### config.mk
export PLATFORM = sky130hd
export DESIGN_NAME = multi_channel_timer_flat
export DESIGN_NICKNAME = d
export VERILOG_FILES = /design/src/rtl/multi_channel_timer_if.sv /design/src/rtl/multi_channel_timer.sv /design/src/flat_wrapper.sv
export SDC_FILE = /design/constraint.sdc
export NUM_CORES = 1
export LEC_CHECK = 0
export CELL_PAD_IN_SITES_DETAIL_PLACEMENT = 1
export CELL_PAD_IN_SITES_GLOBAL_PLACEMENT = 1
export CORE_MARGIN = 2
export CORE_UTILIZATION = 45
export CTS_CLUSTER_SIZE = 10
export DETAILED_ROUTE_END_ITERATION = 8
export PLACE_DENSITY = 0.8
export SLEW_MARGIN = 40
export SYNTH_ARGS = -nofsm -noshare
export SYNTH_HDL_FRONTEND = slang
export SYNTH_SLANG_ARGS = --single-unit
### constraint.sdc
create_clock -name clk -period 16.1 [get_ports clk]
set_input_delay 4.83 -clock clk [delete_from_list [all_inputs] [get_ports clk]]
set_output_delay 4.83 -clock clk [all_outputs]
set_load 0.02 [all_outputs]
### src/rtl/multi_channel_timer_if.sv
// Command, display-read and lap-FIFO bundle of multi_channel_timer.
// The UI layer is the master; the timer engine is the slave.
interface multi_channel_timer_if #(
  parameter int NUM_CH = 4,
  parameter int CH_W   = 2,
  parameter int LAP_AW = 3
);
  logic              cmd_valid;
  logic [CH_W-1:0]   cmd_ch;
  logic [2:0]        cmd_op;
  logic              cmd_mode;
  logic [6:0]        cmd_hh;
  logic [5:0]        cmd_mm;
  logic [5:0]        cmd_ss;
  logic              cmd_err;

  logic [CH_W-1:0]   rd_ch;
  logic [6:0]        rd_hh;
  logic [5:0]        rd_mm;
  logic [5:0]        rd_ss;
  logic [1:0]        rd_state;
  logic              rd_mode;

  logic [NUM_CH-1:0] expired;
  logic [NUM_CH-1:0] expire_pulse;

  logic              lap_valid;
  logic              lap_rd_en;
  logic [CH_W-1:0]   lap_ch;
  logic [6:0]        lap_hh;
  logic [5:0]        lap_mm;
  logic [5:0]        lap_ss;
  logic [LAP_AW:0]   lap_count;
  logic              lap_overflow;

  modport master (
    output cmd_valid, cmd_ch, cmd_op, cmd_mode, cmd_hh, cmd_mm, cmd_ss, rd_ch, lap_rd_en,
    input  cmd_err, rd_hh, rd_mm, rd_ss, rd_state, rd_mode, expired, expire_pulse,
           lap_valid, lap_ch, lap_hh, lap_mm, lap_ss, lap_count, lap_overflow
  );

  modport slave (
    input  cmd_valid, cmd_ch, cmd_op, cmd_mode, cmd_hh, cmd_mm, cmd_ss, rd_ch, lap_rd_en,
    output cmd_err, rd_hh, rd_mm, rd_ss, rd_state, rd_mode, expired, expire_pulse,
           lap_valid, lap_ch, lap_hh, lap_mm, lap_ss, lap_count, lap_overflow
  );
endinterface

### src/rtl/multi_channel_timer.sv
// Multi-channel HH:MM:SS stopwatch/countdown engine sharing one 1 s prescaler,
// with per-channel expiry flags and a shared first-word-fall-through lap FIFO.
module multi_channel_timer #(
  parameter int NUM_CH    = 4,
  parameter int CH_W      = 2,
  parameter int TICK_DIV  = 100_000_000,
  parameter int MAX_HOURS = 99,
  parameter int LAP_DEPTH = 8,
  parameter int LAP_AW    = 3
) (
  input logic                  clk,
  input logic                  reset,
  multi_channel_timer_if.slave bus
);
  localparam int PW = (TICK_DIV > 1) ? $clog2(TICK_DIV) : 1;
  localparam int EW = CH_W + 19;

  localparam logic [1:0] ST_IDLE    = 2'd0;
  localparam logic [1:0] ST_RUNNING = 2'd1;
  localparam logic [1:0] ST_PAUSED  = 2'd2;
  localparam logic [1:0] ST_EXPIRED = 2'd3;

  localparam logic [2:0] OP_START   = 3'd0;
  localparam logic [2:0] OP_PAUSE   = 3'd1;
  localparam logic [2:0] OP_CLEAR   = 3'd2;
  localparam logic [2:0] OP_LOAD    = 3'd3;
  localparam logic [2:0] OP_LAP     = 3'd4;
  localparam logic [2:0] OP_SETMODE = 3'd5;

  logic [PW-1:0]     r_presc;
  logic              w_tick;

  logic [6:0]        r_hh  [NUM_CH];
  logic [5:0]        r_mm  [NUM_CH];
  logic [5:0]        r_ss  [NUM_CH];
  logic [6:0]        r_phh [NUM_CH];
  logic [5:0]        r_pmm [NUM_CH];
  logic [5:0]        r_pss [NUM_CH];
  logic [1:0]        r_state [NUM_CH];
  logic [NUM_CH-1:0] r_mode;
  logic [NUM_CH-1:0] r_expired;
  logic [NUM_CH-1:0] r_pulse;
  logic              r_err;

  logic [6:0]        w_up_hh [NUM_CH];
  logic [5:0]        w_up_mm [NUM_CH];
  logic [5:0]        w_up_ss [NUM_CH];
  logic [6:0]        w_dn_hh [NUM_CH];
  logic [5:0]        w_dn_mm [NUM_CH];
  logic [5:0]        w_dn_ss [NUM_CH];
  logic [NUM_CH-1:0] w_dn_zero;

  logic              w_ch_ok;
  logic [1:0]        w_sel_state;
  logic              w_sel_mode;
  logic [6:0]        w_sel_hh;
  logic [5:0]        w_sel_mm;
  logic [5:0]        w_sel_ss;
  logic              w_range_bad;
  logic              w_err;
  logic              w_take;
  logic              w_push;

  logic [EW-1:0]     r_mem [LAP_DEPTH];
  logic [LAP_AW-1:0] r_wp;
  logic [LAP_AW-1:0] r_rp;
  logic [LAP_AW:0]   r_cnt;
  logic              r_ovf;
  logic              w_pop;
  logic              w_full;
  logic              w_wr;

  assign w_tick = (r_presc == PW'(TICK_DIV - 1));

  always_ff @(posedge clk or posedge reset) begin
    if (reset)       r_presc <= '0;
    else if (w_tick) r_presc <= '0;
    else             r_presc <= r_presc + 1'b1;
  end

  // Next value of every channel for both count directions; countdown saturates at zero.
  always_comb begin
    for (int c = 0; c < NUM_CH; c++) begin
      w_up_hh[c] = r_hh[c];
      w_up_mm[c] = r_mm[c];
      w_up_ss[c] = r_ss[c] + 6'd1;
      if (r_ss[c] == 6'd59) begin
        w_up_ss[c] = 6'd0;
        w_up_mm[c] = r_mm[c] + 6'd1;
        if (r_mm[c] == 6'd59) begin
          w_up_mm[c] = 6'd0;
          w_up_hh[c] = (r_hh[c] == 7'(MAX_HOURS)) ? 7'd0 : r_hh[c] + 7'd1;
        end
      end
      w_dn_hh[c] = r_hh[c];
      w_dn_mm[c] = r_mm[c];
      w_dn_ss[c] = r_ss[c];
      if (r_ss[c] != 6'd0) begin
        w_dn_ss[c] = r_ss[c] - 6'd1;
      end else if (r_mm[c] != 6'd0) begin
        w_dn_ss[c] = 6'd59;
        w_dn_mm[c] = r_mm[c] - 6'd1;
      end else if (r_hh[c] != 7'd0) begin
        w_dn_ss[c] = 6'd59;
        w_dn_mm[c] = 6'd59;
        w_dn_hh[c] = r_hh[c] - 7'd1;
      end
      w_dn_zero[c] = (w_dn_hh[c] == 7'd0) && (w_dn_mm[c] == 6'd0) && (w_dn_ss[c] == 6'd0);
    end
  end

  always_comb begin
    w_ch_ok     = 1'b0;
    w_sel_state = ST_IDLE;
    w_sel_mode  = 1'b0;
    w_sel_hh    = 7'd0;
    w_sel_mm    = 6'd0;
    w_sel_ss    = 6'd0;
    for (int c = 0; c < NUM_CH; c++) begin
      if (int'(bus.cmd_ch) == c) begin
        w_ch_ok     = 1'b1;
        w_sel_state = r_state[c];
        w_sel_mode  = r_mode[c];
        w_sel_hh    = r_hh[c];
        w_sel_mm    = r_mm[c];
        w_sel_ss    = r_ss[c];
      end
    end
  end

  assign w_range_bad = (bus.cmd_hh > 7'(MAX_HOURS)) || (bus.cmd_mm > 6'd59) || (bus.cmd_ss > 6'd59);

  always_comb begin
    w_err = 1'b0;
    if (bus.cmd_valid) begin
      if (!w_ch_ok) begin
        w_err = 1'b1;
      end else begin
        case (bus.cmd_op)
          OP_START:   w_err = (w_sel_state == ST_IDLE) && w_sel_mode &&
                              (w_sel_hh == 7'd0) && (w_sel_mm == 6'd0) && (w_sel_ss == 6'd0);
          OP_LOAD:    w_err = w_range_bad || (w_sel_state == ST_RUNNING) ||
                              (w_sel_state == ST_EXPIRED);
          OP_SETMODE: w_err = (w_sel_state != ST_IDLE);
          OP_PAUSE, OP_CLEAR, OP_LAP: w_err = 1'b0;
          default:    w_err = 1'b1;
        endcase
      end
    end
  end

  // A command "takes" a channel only when it changes it; only then does it swallow a coincident tick.
  always_comb begin
    w_take = 1'b0;
    w_push = 1'b0;
    if (bus.cmd_valid && !w_err) begin
      case (bus.cmd_op)
        OP_START:                    w_take = (w_sel_state != ST_RUNNING);
        OP_PAUSE:                    w_take = (w_sel_state == ST_RUNNING);
        OP_CLEAR, OP_LOAD, OP_SETMODE: w_take = 1'b1;
        OP_LAP:                      w_push = (w_sel_state == ST_RUNNING) || (w_sel_state == ST_PAUSED);
        default:                     w_take = 1'b0;
      endcase
    end
  end

  always_ff @(posedge clk or posedge reset) begin
    if (reset) begin
      for (int c = 0; c < NUM_CH; c++) begin
        r_hh[c]    <= 7'd0;
        r_mm[c]    <= 6'd0;
        r_ss[c]    <= 6'd0;
        r_phh[c]   <= 7'd0;
        r_pmm[c]   <= 6'd0;
        r_pss[c]   <= 6'd0;
        r_state[c] <= ST_IDLE;
      end
      r_mode    <= '0;
      r_expired <= '0;
      r_pulse   <= '0;
      r_err     <= 1'b0;
    end else begin
      r_err   <= w_err;
      r_pulse <= '0;
      for (int c = 0; c < NUM_CH; c++) begin
        if (w_take && int'(bus.cmd_ch) == c) begin
          case (bus.cmd_op)
            OP_START: begin
              if (r_state[c] == ST_EXPIRED) begin
                r_state[c]   <= ST_IDLE;
                r_hh[c]      <= r_phh[c];
                r_mm[c]      <= r_pmm[c];
                r_ss[c]      <= r_pss[c];
                r_expired[c] <= 1'b0;
              end else begin
                r_state[c] <= ST_RUNNING;
              end
            end
            OP_PAUSE: r_state[c] <= ST_PAUSED;
            OP_CLEAR: begin
              r_state[c]   <= ST_IDLE;
              r_expired[c] <= 1'b0;
              r_hh[c]      <= r_mode[c] ? r_phh[c] : 7'd0;
              r_mm[c]      <= r_mode[c] ? r_pmm[c] : 6'd0;
              r_ss[c]      <= r_mode[c] ? r_pss[c] : 6'd0;
            end
            OP_LOAD: begin
              r_hh[c]  <= bus.cmd_hh;
              r_mm[c]  <= bus.cmd_mm;
              r_ss[c]  <= bus.cmd_ss;
              r_phh[c] <= bus.cmd_hh;
              r_pmm[c] <= bus.cmd_mm;
              r_pss[c] <= bus.cmd_ss;
            end
            OP_SETMODE: begin
              r_mode[c] <= bus.cmd_mode;
              r_hh[c]   <= bus.cmd_mode ? r_phh[c] : 7'd0;
              r_mm[c]   <= bus.cmd_mode ? r_pmm[c] : 6'd0;
              r_ss[c]   <= bus.cmd_mode ? r_pss[c] : 6'd0;
            end
            default: ;
          endcase
        end else if (w_tick && r_state[c] == ST_RUNNING) begin
          if (r_mode[c]) begin
            r_hh[c] <= w_dn_hh[c];
            r_mm[c] <= w_dn_mm[c];
            r_ss[c] <= w_dn_ss[c];
            if (w_dn_zero[c]) begin
              r_state[c]   <= ST_EXPIRED;
              r_expired[c] <= 1'b1;
              r_pulse[c]   <= 1'b1;
            end
          end else begin
            r_hh[c] <= w_up_hh[c];
            r_mm[c] <= w_up_mm[c];
            r_ss[c] <= w_up_ss[c];
          end
        end
      end
    end
  end

  // A pop in the same cycle frees the slot, so a push into a full FIFO is then not a drop.
  assign w_pop  = bus.lap_rd_en && (r_cnt != '0);
  assign w_full = (r_cnt == (LAP_AW + 1)'(LAP_DEPTH));
  assign w_wr   = w_push && (!w_full || w_pop);

  always_ff @(posedge clk or posedge reset) begin
    if (reset) begin
      for (int i = 0; i < LAP_DEPTH; i++) r_mem[i] <= '0;
      r_wp  <= '0;
      r_rp  <= '0;
      r_cnt <= '0;
      r_ovf <= 1'b0;
    end else begin
      if (w_wr) begin
        r_mem[r_wp] <= {bus.cmd_ch, w_sel_hh, w_sel_mm, w_sel_ss};
        r_wp        <= r_wp + 1'b1;
      end
      if (w_pop) r_rp <= r_rp + 1'b1;
      if (w_push && w_full && !w_pop) r_ovf <= 1'b1;
      case ({w_wr, w_pop})
        2'b10:   r_cnt <= r_cnt + 1'b1;
        2'b01:   r_cnt <= r_cnt - 1'b1;
        default: r_cnt <= r_cnt;
      endcase
    end
  end

  always_comb begin
    bus.rd_hh    = 7'd0;
    bus.rd_mm    = 6'd0;
    bus.rd_ss    = 6'd0;
    bus.rd_state = ST_IDLE;
    bus.rd_mode  = 1'b0;
    for (int c = 0; c < NUM_CH; c++) begin
      if (int'(bus.rd_ch) == c) begin
        bus.rd_hh    = r_hh[c];
        bus.rd_mm    = r_mm[c];
        bus.rd_ss    = r_ss[c];
        bus.rd_state = r_state[c];
        bus.rd_mode  = r_mode[c];
      end
    end
  end

  assign bus.cmd_err      = r_err;
  assign bus.expired      = r_expired;
  assign bus.expire_pulse = r_pulse;
  assign bus.lap_valid    = (r_cnt != '0);
  assign bus.lap_count    = r_cnt;
  assign bus.lap_overflow = r_ovf;
  assign {bus.lap_ch, bus.lap_hh, bus.lap_mm, bus.lap_ss} = r_mem[r_rp];
endmodule

### src/flat_wrapper.sv
// flat-port wrapper written by rule: the top's interface ports become plain ports
module multi_channel_timer_flat 
#(
  parameter int NUM_CH    = 4,
  parameter int CH_W      = 2,
  parameter int TICK_DIV  = 100_000_000,
  parameter int MAX_HOURS = 99,
  parameter int LAP_DEPTH = 8,
  parameter int LAP_AW    = 3
)
  (clk, reset, bus_cmd_valid, bus_cmd_ch, bus_cmd_op, bus_cmd_mode, bus_cmd_hh, bus_cmd_mm, bus_cmd_ss, bus_rd_ch, bus_lap_rd_en, bus_cmd_err, bus_rd_hh, bus_rd_mm, bus_rd_ss, bus_rd_state, bus_rd_mode, bus_expired, bus_expire_pulse, bus_lap_valid, bus_lap_ch, bus_lap_hh, bus_lap_mm, bus_lap_ss, bus_lap_count, bus_lap_overflow);
  multi_channel_timer_if #(.NUM_CH(NUM_CH), .CH_W(CH_W), .LAP_AW(LAP_AW)) bus_i ();
  input logic clk;
  input logic reset;
  input wire logic [$bits(bus_i.cmd_valid)-1:0] bus_cmd_valid;
  input wire logic [$bits(bus_i.cmd_ch)-1:0] bus_cmd_ch;
  input wire logic [$bits(bus_i.cmd_op)-1:0] bus_cmd_op;
  input wire logic [$bits(bus_i.cmd_mode)-1:0] bus_cmd_mode;
  input wire logic [$bits(bus_i.cmd_hh)-1:0] bus_cmd_hh;
  input wire logic [$bits(bus_i.cmd_mm)-1:0] bus_cmd_mm;
  input wire logic [$bits(bus_i.cmd_ss)-1:0] bus_cmd_ss;
  input wire logic [$bits(bus_i.rd_ch)-1:0] bus_rd_ch;
  input wire logic [$bits(bus_i.lap_rd_en)-1:0] bus_lap_rd_en;
  output wire logic [$bits(bus_i.cmd_err)-1:0] bus_cmd_err;
  output wire logic [$bits(bus_i.rd_hh)-1:0] bus_rd_hh;
  output wire logic [$bits(bus_i.rd_mm)-1:0] bus_rd_mm;
  output wire logic [$bits(bus_i.rd_ss)-1:0] bus_rd_ss;
  output wire logic [$bits(bus_i.rd_state)-1:0] bus_rd_state;
  output wire logic [$bits(bus_i.rd_mode)-1:0] bus_rd_mode;
  output wire logic [$bits(bus_i.expired)-1:0] bus_expired;
  output wire logic [$bits(bus_i.expire_pulse)-1:0] bus_expire_pulse;
  output wire logic [$bits(bus_i.lap_valid)-1:0] bus_lap_valid;
  output wire logic [$bits(bus_i.lap_ch)-1:0] bus_lap_ch;
  output wire logic [$bits(bus_i.lap_hh)-1:0] bus_lap_hh;
  output wire logic [$bits(bus_i.lap_mm)-1:0] bus_lap_mm;
  output wire logic [$bits(bus_i.lap_ss)-1:0] bus_lap_ss;
  output wire logic [$bits(bus_i.lap_count)-1:0] bus_lap_count;
  output wire logic [$bits(bus_i.lap_overflow)-1:0] bus_lap_overflow;
  assign bus_i.cmd_valid = bus_cmd_valid;
  assign bus_i.cmd_ch = bus_cmd_ch;
  assign bus_i.cmd_op = bus_cmd_op;
  assign bus_i.cmd_mode = bus_cmd_mode;
  assign bus_i.cmd_hh = bus_cmd_hh;
  assign bus_i.cmd_mm = bus_cmd_mm;
  assign bus_i.cmd_ss = bus_cmd_ss;
  assign bus_i.rd_ch = bus_rd_ch;
  assign bus_i.lap_rd_en = bus_lap_rd_en;
  assign bus_cmd_err = bus_i.cmd_err;
  assign bus_rd_hh = bus_i.rd_hh;
  assign bus_rd_mm = bus_i.rd_mm;
  assign bus_rd_ss = bus_i.rd_ss;
  assign bus_rd_state = bus_i.rd_state;
  assign bus_rd_mode = bus_i.rd_mode;
  assign bus_expired = bus_i.expired;
  assign bus_expire_pulse = bus_i.expire_pulse;
  assign bus_lap_valid = bus_i.lap_valid;
  assign bus_lap_ch = bus_i.lap_ch;
  assign bus_lap_hh = bus_i.lap_hh;
  assign bus_lap_mm = bus_i.lap_mm;
  assign bus_lap_ss = bus_i.lap_ss;
  assign bus_lap_count = bus_i.lap_count;
  assign bus_lap_overflow = bus_i.lap_overflow;
  multi_channel_timer #(.NUM_CH(NUM_CH), .CH_W(CH_W), .TICK_DIV(TICK_DIV), .MAX_HOURS(MAX_HOURS), .LAP_DEPTH(LAP_DEPTH), .LAP_AW(LAP_AW)) u_core (.clk(clk), .reset(reset), .bus(bus_i));
endmodule
==> results.md, run 1 <==
- Status: completed
- Final hold violations: 0
- Peak VDD IR: 0.100 mV
- Combinational share of power: 36.5%
- Critical path class: input port to output port
- Mapped Area: between 20000 and 25000 µm²
- Core Area: 51200 µm²
- Sequential Power Share: between 30% and 40%
- Number of library cell types mapped by synthesis: 89
- CTS Buffer Depth: 3
- Commonest non-fill, non-tap cells in the layout: 377 x dfrtp_1, 291 x mux2_2, 134 x nand2_1, 132 x nor2_1, 92 x a21oi_1
- Leakage: between 10 and 15 nW
- Post-synthesis cell count: 2160
- Die Ht: 231 µm
- FMAX: 0.0848 GHz
- Chip width: 231 µm
- Sw frac: 38.6%
- Fin util: 51.0%
- FP Rows: 83
- Worst setup margin: 4310 ps
- Postcts setup bufs: 0
- Top cell type's share of synthesized area: 40.7%
- Most common cell after layout, fill and taps aside: dfrtp_1
- Net count, final: 2235
- Post-DP HPWL: 59.7 mm
- Worst EP arrival: just under 7000 ps
- Die area: roughly 54000 µm²
- Detailed Routing Iterations Pass 1: 5
- Grt ovf: 0
- H-tree depth: 2
- Post-Syn Nets: 2229
- Total CTS buffers: 46
- Hold Path Class: flip-flop to flip-flop
- Critical Path Source Type: input port
- Part of the cycle the worst path needs: ~73%
- Vias post-DR: 19393
- Power Internal: roughly 2.3 mW
- Crit Path Max Fanout: 22
- GRT Overall Usage: 31.9%
- Slew headroom: 43.8%
- Maximum capacitance violations: 0
- Antenna-violating nets left: 0
- Sequential share of the synthesized area: 40.7%
- Synth Area per Inst: 10.8 µm²
- Routed wire length: 84.9 mm
- RSZ-0062 raised after global routing: false
- Setup TNS: 0 ps
- Seq cells post-synth: 379
- Clk pwr share: 25.7%
- Synth async-reset ratio: 100%
- Cell area power density: 143 nW/µm²
- Via density: between 6 and 7
- Vias in the first global route: 20406
- Top cells by area, synth: dfrtp_1 41%, mux2_2 14%, mux4_2 8.3%
- I/O Buffers: 88
- Cts hold-fix bufs: 0
- Clk sink count: 379
- Cts repair resizes: 0
- Fin area: 26100 µm²
- Initial drt markers: 2048
- DR DRC count: 0
- Initial antenna violation count: 2
- EDFF count, synth: 0
- Largest net degree at the start of global routing: 122
- Required time worst endpoint: 11270 ps
- Yosys warnings: 0
- First-pass GRT wire length: 129 mm
- Crit. End Element: output port
- # setup viols final: 0
- CTS tree: yes
- Top Ports: 89
- Clock Pin Slew Worst Setup and Hold Paths: 50 ps
- Psw: 1.45 mW
- Initial Util: 45.5%
- Ratio of cells with drive above 1 in the final layout: 24.4%
- CTS Root Cell: clkbuf_16
- FF-to-FF setup slack: between 10000 and 15000 ps
- Layout area overhead: 12.2%
- Skew final: around 30 ps
- Pre-CTS setup slack: 4340 ps
- Clock period minus final worst setup slack: ~12000 ps
- Clk_lat worst skew: 600 ps
- Tightest Pin Transition: 843 ps
- Prevailing post-synth register cell: dfrtp_1
- Cell Area, Placed: about 25000 µm²
- Cell accounting for the most synthesized area: dfrtp_1
- GPL Wtd Cong: 0.914
- Count of pins over their slew limit: 0
- Wire per inst: approximately 30 µm
## per-stage QoR
stage          hold slack, ps  power, mW  cells
2_1_floorplan             433       2.23   2160
3_3_place_gp              446       2.68   2796
3_5_place_dp              461       2.76   2797
4_1_cts                   468       3.74   2862
5_1_grt                   490       3.90   2864
6_report                  461       3.75   2865
## cells in the mapped netlist, types with 16 or more instances
cell	instances
nand4_1	31
o31ai_1	17
a21oi_1	92
xor2_1	30
mux4_2	86
nand2_1	135
nand2b_1	17
inv_1	59
a221oi_1	75
dfrtp_1	379
nor3_1	57
xnor2_1	53
buf_1	19
a211oi_1	19
mux2_2	291
mux2i_1	22
nand3_1	63
buf_2	16
a31oi_1	26
nor2_1	134
nor4_1	20
ha_1	37
clkbuf_1	133
and3_1	22
o21ai_0	57
## state kept, by name, indices dropped and copies added, names as in the netlist
name / cells
u_core.r_rp: 3
u_core.r_phh: 28
u_core.bus.expire_pulse: 4
u_core.r_pmm: 24
u_core.r_ss: 24
u_core.bus.cmd_err: 1
u_core.r_state: 8
u_core.r_mm: 24
u_core.r_presc: 27
u_core.r_mode: 4
u_core.bus.expired: 4
u_core.r_hh: 28
u_core.bus.lap_overflow: 1
u_core.r_pss: 24
u_core.r_wp: 3
u_core.bus.lap_count: 4
u_core.r_mem: 168
## worst max-delay path, cell delays in order
cell and delay (ps):
clkdlybuf4s50_1 460, buf_4 470, mux4_2 620, clkdlybuf4s50_1 570
## worst paths after layout
kind                                        startpoint                           end  cells past startpoint
hold reg to reg            u_core.r_presc[0]$_DFF_PP0_   u_core.r_presc[0]$_DFF_PP0_                      1
min in group asynchronous                        reset  u_core.r_mem[36]$_DFFE_PP0P_                      2
hold / removal             u_core.r_presc[0]$_DFF_PP0_   u_core.r_presc[0]$_DFF_PP0_                      1
setup reg to reg            u_core.r_mm[4]$_DFFE_PP0P_   u_core.r_ss[16]$_DFFE_PP0P_                      9
max in group asynchronous                        reset    u_core.r_mm[1]$_DFFE_PP0P_                      4
setup / recovery                          bus_rd_ch[1]                   bus_rd_mode                      4
## kinds of logic after synthesis
| kind of cell | count (synthesis) | synth area share [%] |
|---|---|---|
| DFF | 379 | 40.7 |
| buffers and inverters | 235 | 3.99 |
| xor gates and xnor gates | 83 | 3.12 |
| muxes | 420 | 24.4 |
| and+or+nand+nor | 568 | 12.2 |
| AOI/OAI and AO/OA | 437 | 13.5 |
| adders and majority gates | 38 | 2.07 |
## area by class of cell
class                           instances  area (µm²)
Inverter                               61         241
Timing Repair Buffer                  132        1250
Sequential cell                       379        9490
Tap cell                              680         851
Antenna cell                            2        5.00
Clock buffer                           60        1260
Multi-Input combinational cell       1546       13000
Fill cell                            5401       25100
Clock inverter                          5        56.3
## power by group through the flow
stage          Clock, mW  Sequential, mW  Combinational, mW
2_1_floorplan          0            1.24              0.986
3_3_place_gp           0            1.39               1.29
3_5_place_dp           0            1.41               1.35
4_1_cts            0.975            1.40               1.36
5_1_grt             1.01            1.43               1.47
6_report           0.964            1.42               1.37
## per-layer routing
layer | global-route usage [%] | vias up | wire [µm]
met5 | 0 | - | 0
met4 | 17.4 | 0 | 4910
met3 | 5.68 | 222 | 6610
met2 | 51.2 | 906 | 39600
met1 | 41.2 | 10116 | 33800
li1 | - | 8149 | -
No activity file was read; power rests on OpenSTA's default activity.
==> run 2: changes to the inputs <==
Clock period 16.1 ns to 10.35 ns, I/O delays scaled along.
==> run 2 against run 1 <==
  * Sequential share of layout area hardly changed
  * Largest power group unchanged
  * Cell area increased by 0.11%
  * Core utilization up 0.059 points
  * Routed wire length about the same
  * Via count is 0.55% higher
  * Critical endpoint is now bus_rd_hh[4]
  * First-iteration DRC count down 17%
  * Total power is 57% higher
  * Sequential power rose by 54%
==> results.md, run 2 (synthesized netlist as in run 1, its figures left out) <==
- Status: completed
- First-pass GRT wire length: 129 mm
- CP Capture Point: bus_rd_hh[4]
- Clock Pin Slew Worst Setup and Hold Paths: 50 ps
- FMAX: 0.124 GHz
- CP peak stage delay: ~560 ps
- CTS tree: yes
- Part of the cycle the worst path needs: 77.9%
- Tightest Pin Transition: about 900 ps
- Max reg flops: 168
- Wl on met1: 33.0 mm
- Most common cell after layout, fill and taps aside: dfrtp_1
- Required time worst endpoint: between 7000 and 8000 ps
- Hold Path Class: flip-flop to flip-flop
- FF-to-FF setup slack: 6140 ps
- Combinational share of power: between 30% and 40%
- Top Ports: 89
- Top layer reached by signal wires: met5
- RSZ-0062 raised after global routing: false
- Vias post-DR: 19500
- Die area: 53600 µm²
- GPL Wtd Cong: 0.944
- Maximum capacitance violations: 0
- DR DRC count: 0
- Count of pins over their slew limit: 0
- Dpl cells: 2800
- Largest registers: u_core.r_mem x168, u_core.r_hh x28, u_core.r_phh x28
- Total CTS buffers: 46
- Leakage: 11.2 nW
- Critical Path Source Type: input port
- Grt ovf: 0
- Wire per inst: 29.6 µm
- Ordered cell list for the critical path: buf_2, buf_4, mux4_2, clkdlybuf4s50_1
- Via density: 6.80
- GRT Overall Usage: roughly a third
- Routed wire length: roughly 85 mm
- Worst reg2reg path depth: 10
- Clk pwr share: 26.2%
- Largest register by flop count: u_core.r_mem
- Sequential Power Share: 37.3%
- Chip width: 231 µm
- Initial Util: 45.5%
- Postcts setup bufs: 0
- Crit. Startpoint: bus_rd_ch[0]
- Clk_lat worst skew: slightly above 600 ps
- Sw frac: 38.6%
- Post-DP HPWL: roughly 60 mm
- Final hold violations: 0
- Psw: 2.26 mW
- Worst EP arrival: 4950 ps
- Finished Layout Cells: 2869
- Critical-path top delay cell: clkdlybuf4s50_1
- Initial antenna violation count: 4
- FP Rows: 83
- Antenna-violating nets left: 0
- Skew final: 37.4 ps
- Cell area power density: ~220 nW/µm²
- Detailed Routing Iterations Pass 1: 5
- Core Area: 51200 µm²
- Crit Path Max Fanout: 13
- Clk sink count: 379
- Layout area overhead: 12.3%
- Critical R2R Capture: u_core.r_state[1]$_DFFE_PP0P_
- Reg2reg start: u_core.r_state[6]$_DFFE_PP0P_
- Critical path class: input port to output port
- Met3 routed WL: 6.28 mm
- # setup viols final: 0
- Largest net degree at the start of global routing: 85
- Initial drt markers: 1692
- Net count, final: ~2200
- I/O Buffers: 88
- Clock period minus final worst setup slack: around 8100 ps
- CTS Buffer Depth: 3
- Crit. End Element: output port
- Slew headroom: 38.7%
- Commonest non-fill, non-tap cells in the layout: 377 x dfrtp_1, 291 x mux2_2, 134 x nand2_1, 132 x nor2_1, 92 x a21oi_1
- WL met2: 39.6 mm
- Final hold slack: ~460 ps
- Final Power: between 5 and 6 mW
- Die Ht: between 200 and 250 µm
- Cts repair resizes: 0
- Peak VDD IR: 0.206 mV
- Power Internal: 3.61 mW
- Setup TNS: 0 ps
- Vias in the first global route: 20703
- Cts hold-fix bufs: 0
- Ratio of cells with drive above 1 in the final layout: 24.6%
- CTS Root Cell: clkbuf_16
- H-tree depth: 2
-- run 2: metal layers --
layer / vias to the layer above / global-route usage (%)
li1: 8149 / -
met1: 10151 / 39.8
met2: 908 / 51.2
met3: 286 / 5.20
met4: 6 / 21.3
met5: - / 0
-- run 2: worst min path at each step --
stage	cells past startpoint	slack [ps]	endpoint	start
6_report	1	460	u_core.r_presc[0]$_DFF_PP0_	u_core.r_presc[0]$_DFF_PP0_
5_1_grt	1	480	u_core.r_presc[0]$_DFF_PP0_	u_core.r_presc[0]$_DFF_PP0_
4_1_cts	1	460	u_core.r_presc[0]$_DFF_PP0_	u_core.r_presc[0]$_DFF_PP0_
3_5_place_dp	1	460	u_core.r_presc[0]$_DFF_PP0_	u_core.r_presc[0]$_DFF_PP0_
3_3_place_gp	1	450	u_core.r_presc[0]$_DFF_PP0_	u_core.r_presc[0]$_DFF_PP0_
2_1_floorplan	1	430	u_core.r_presc[0]$_DFF_PP0_	u_core.r_presc[0]$_DFF_PP0_
-- run 2: final cells by class --
cell class / instances / area [µm²]
inverters: 61 / 233
multi-input cells: 1546 / 13000
fillers: 5402 / 25000
diodes: 1 / 2.50
repair buffers: 134 / 1260
well taps: 680 / 851
clock buffers: 62 / 1260
clock inverters: 6 / 98.8
flip-flops and latches: 379 / 9490
-- run 2: power groups by stage --
stage | clock [mW] | sequential [mW] | combinational [mW]
after floorplan | 0 | 1.93 | 1.53
after global placement | 0 | 2.15 | 2.00
after detailed placement | 0 | 2.19 | 2.10
after CTS | 1.56 | 2.17 | 2.12
after global routing | 1.62 | 2.21 | 2.29
final | 1.54 | 2.19 | 2.14
-- run 2: stage by stage --
stage                     utilization (%)  worst slack, ps  cell area, µm²
after floorplan                         -             2150           23300
after global placement               48.3             1540           24700
after CTS                            51.1             2320           26100
after detailed placement             48.4             2320           24800
final                                51.1             2290           26200
after global routing                 51.1             2280           26200
-- run 2: worst max-delay path: cells and delay by family --
kind	cells	cell delay, ps
buffers and inverters	3	1300
muxes	1	530
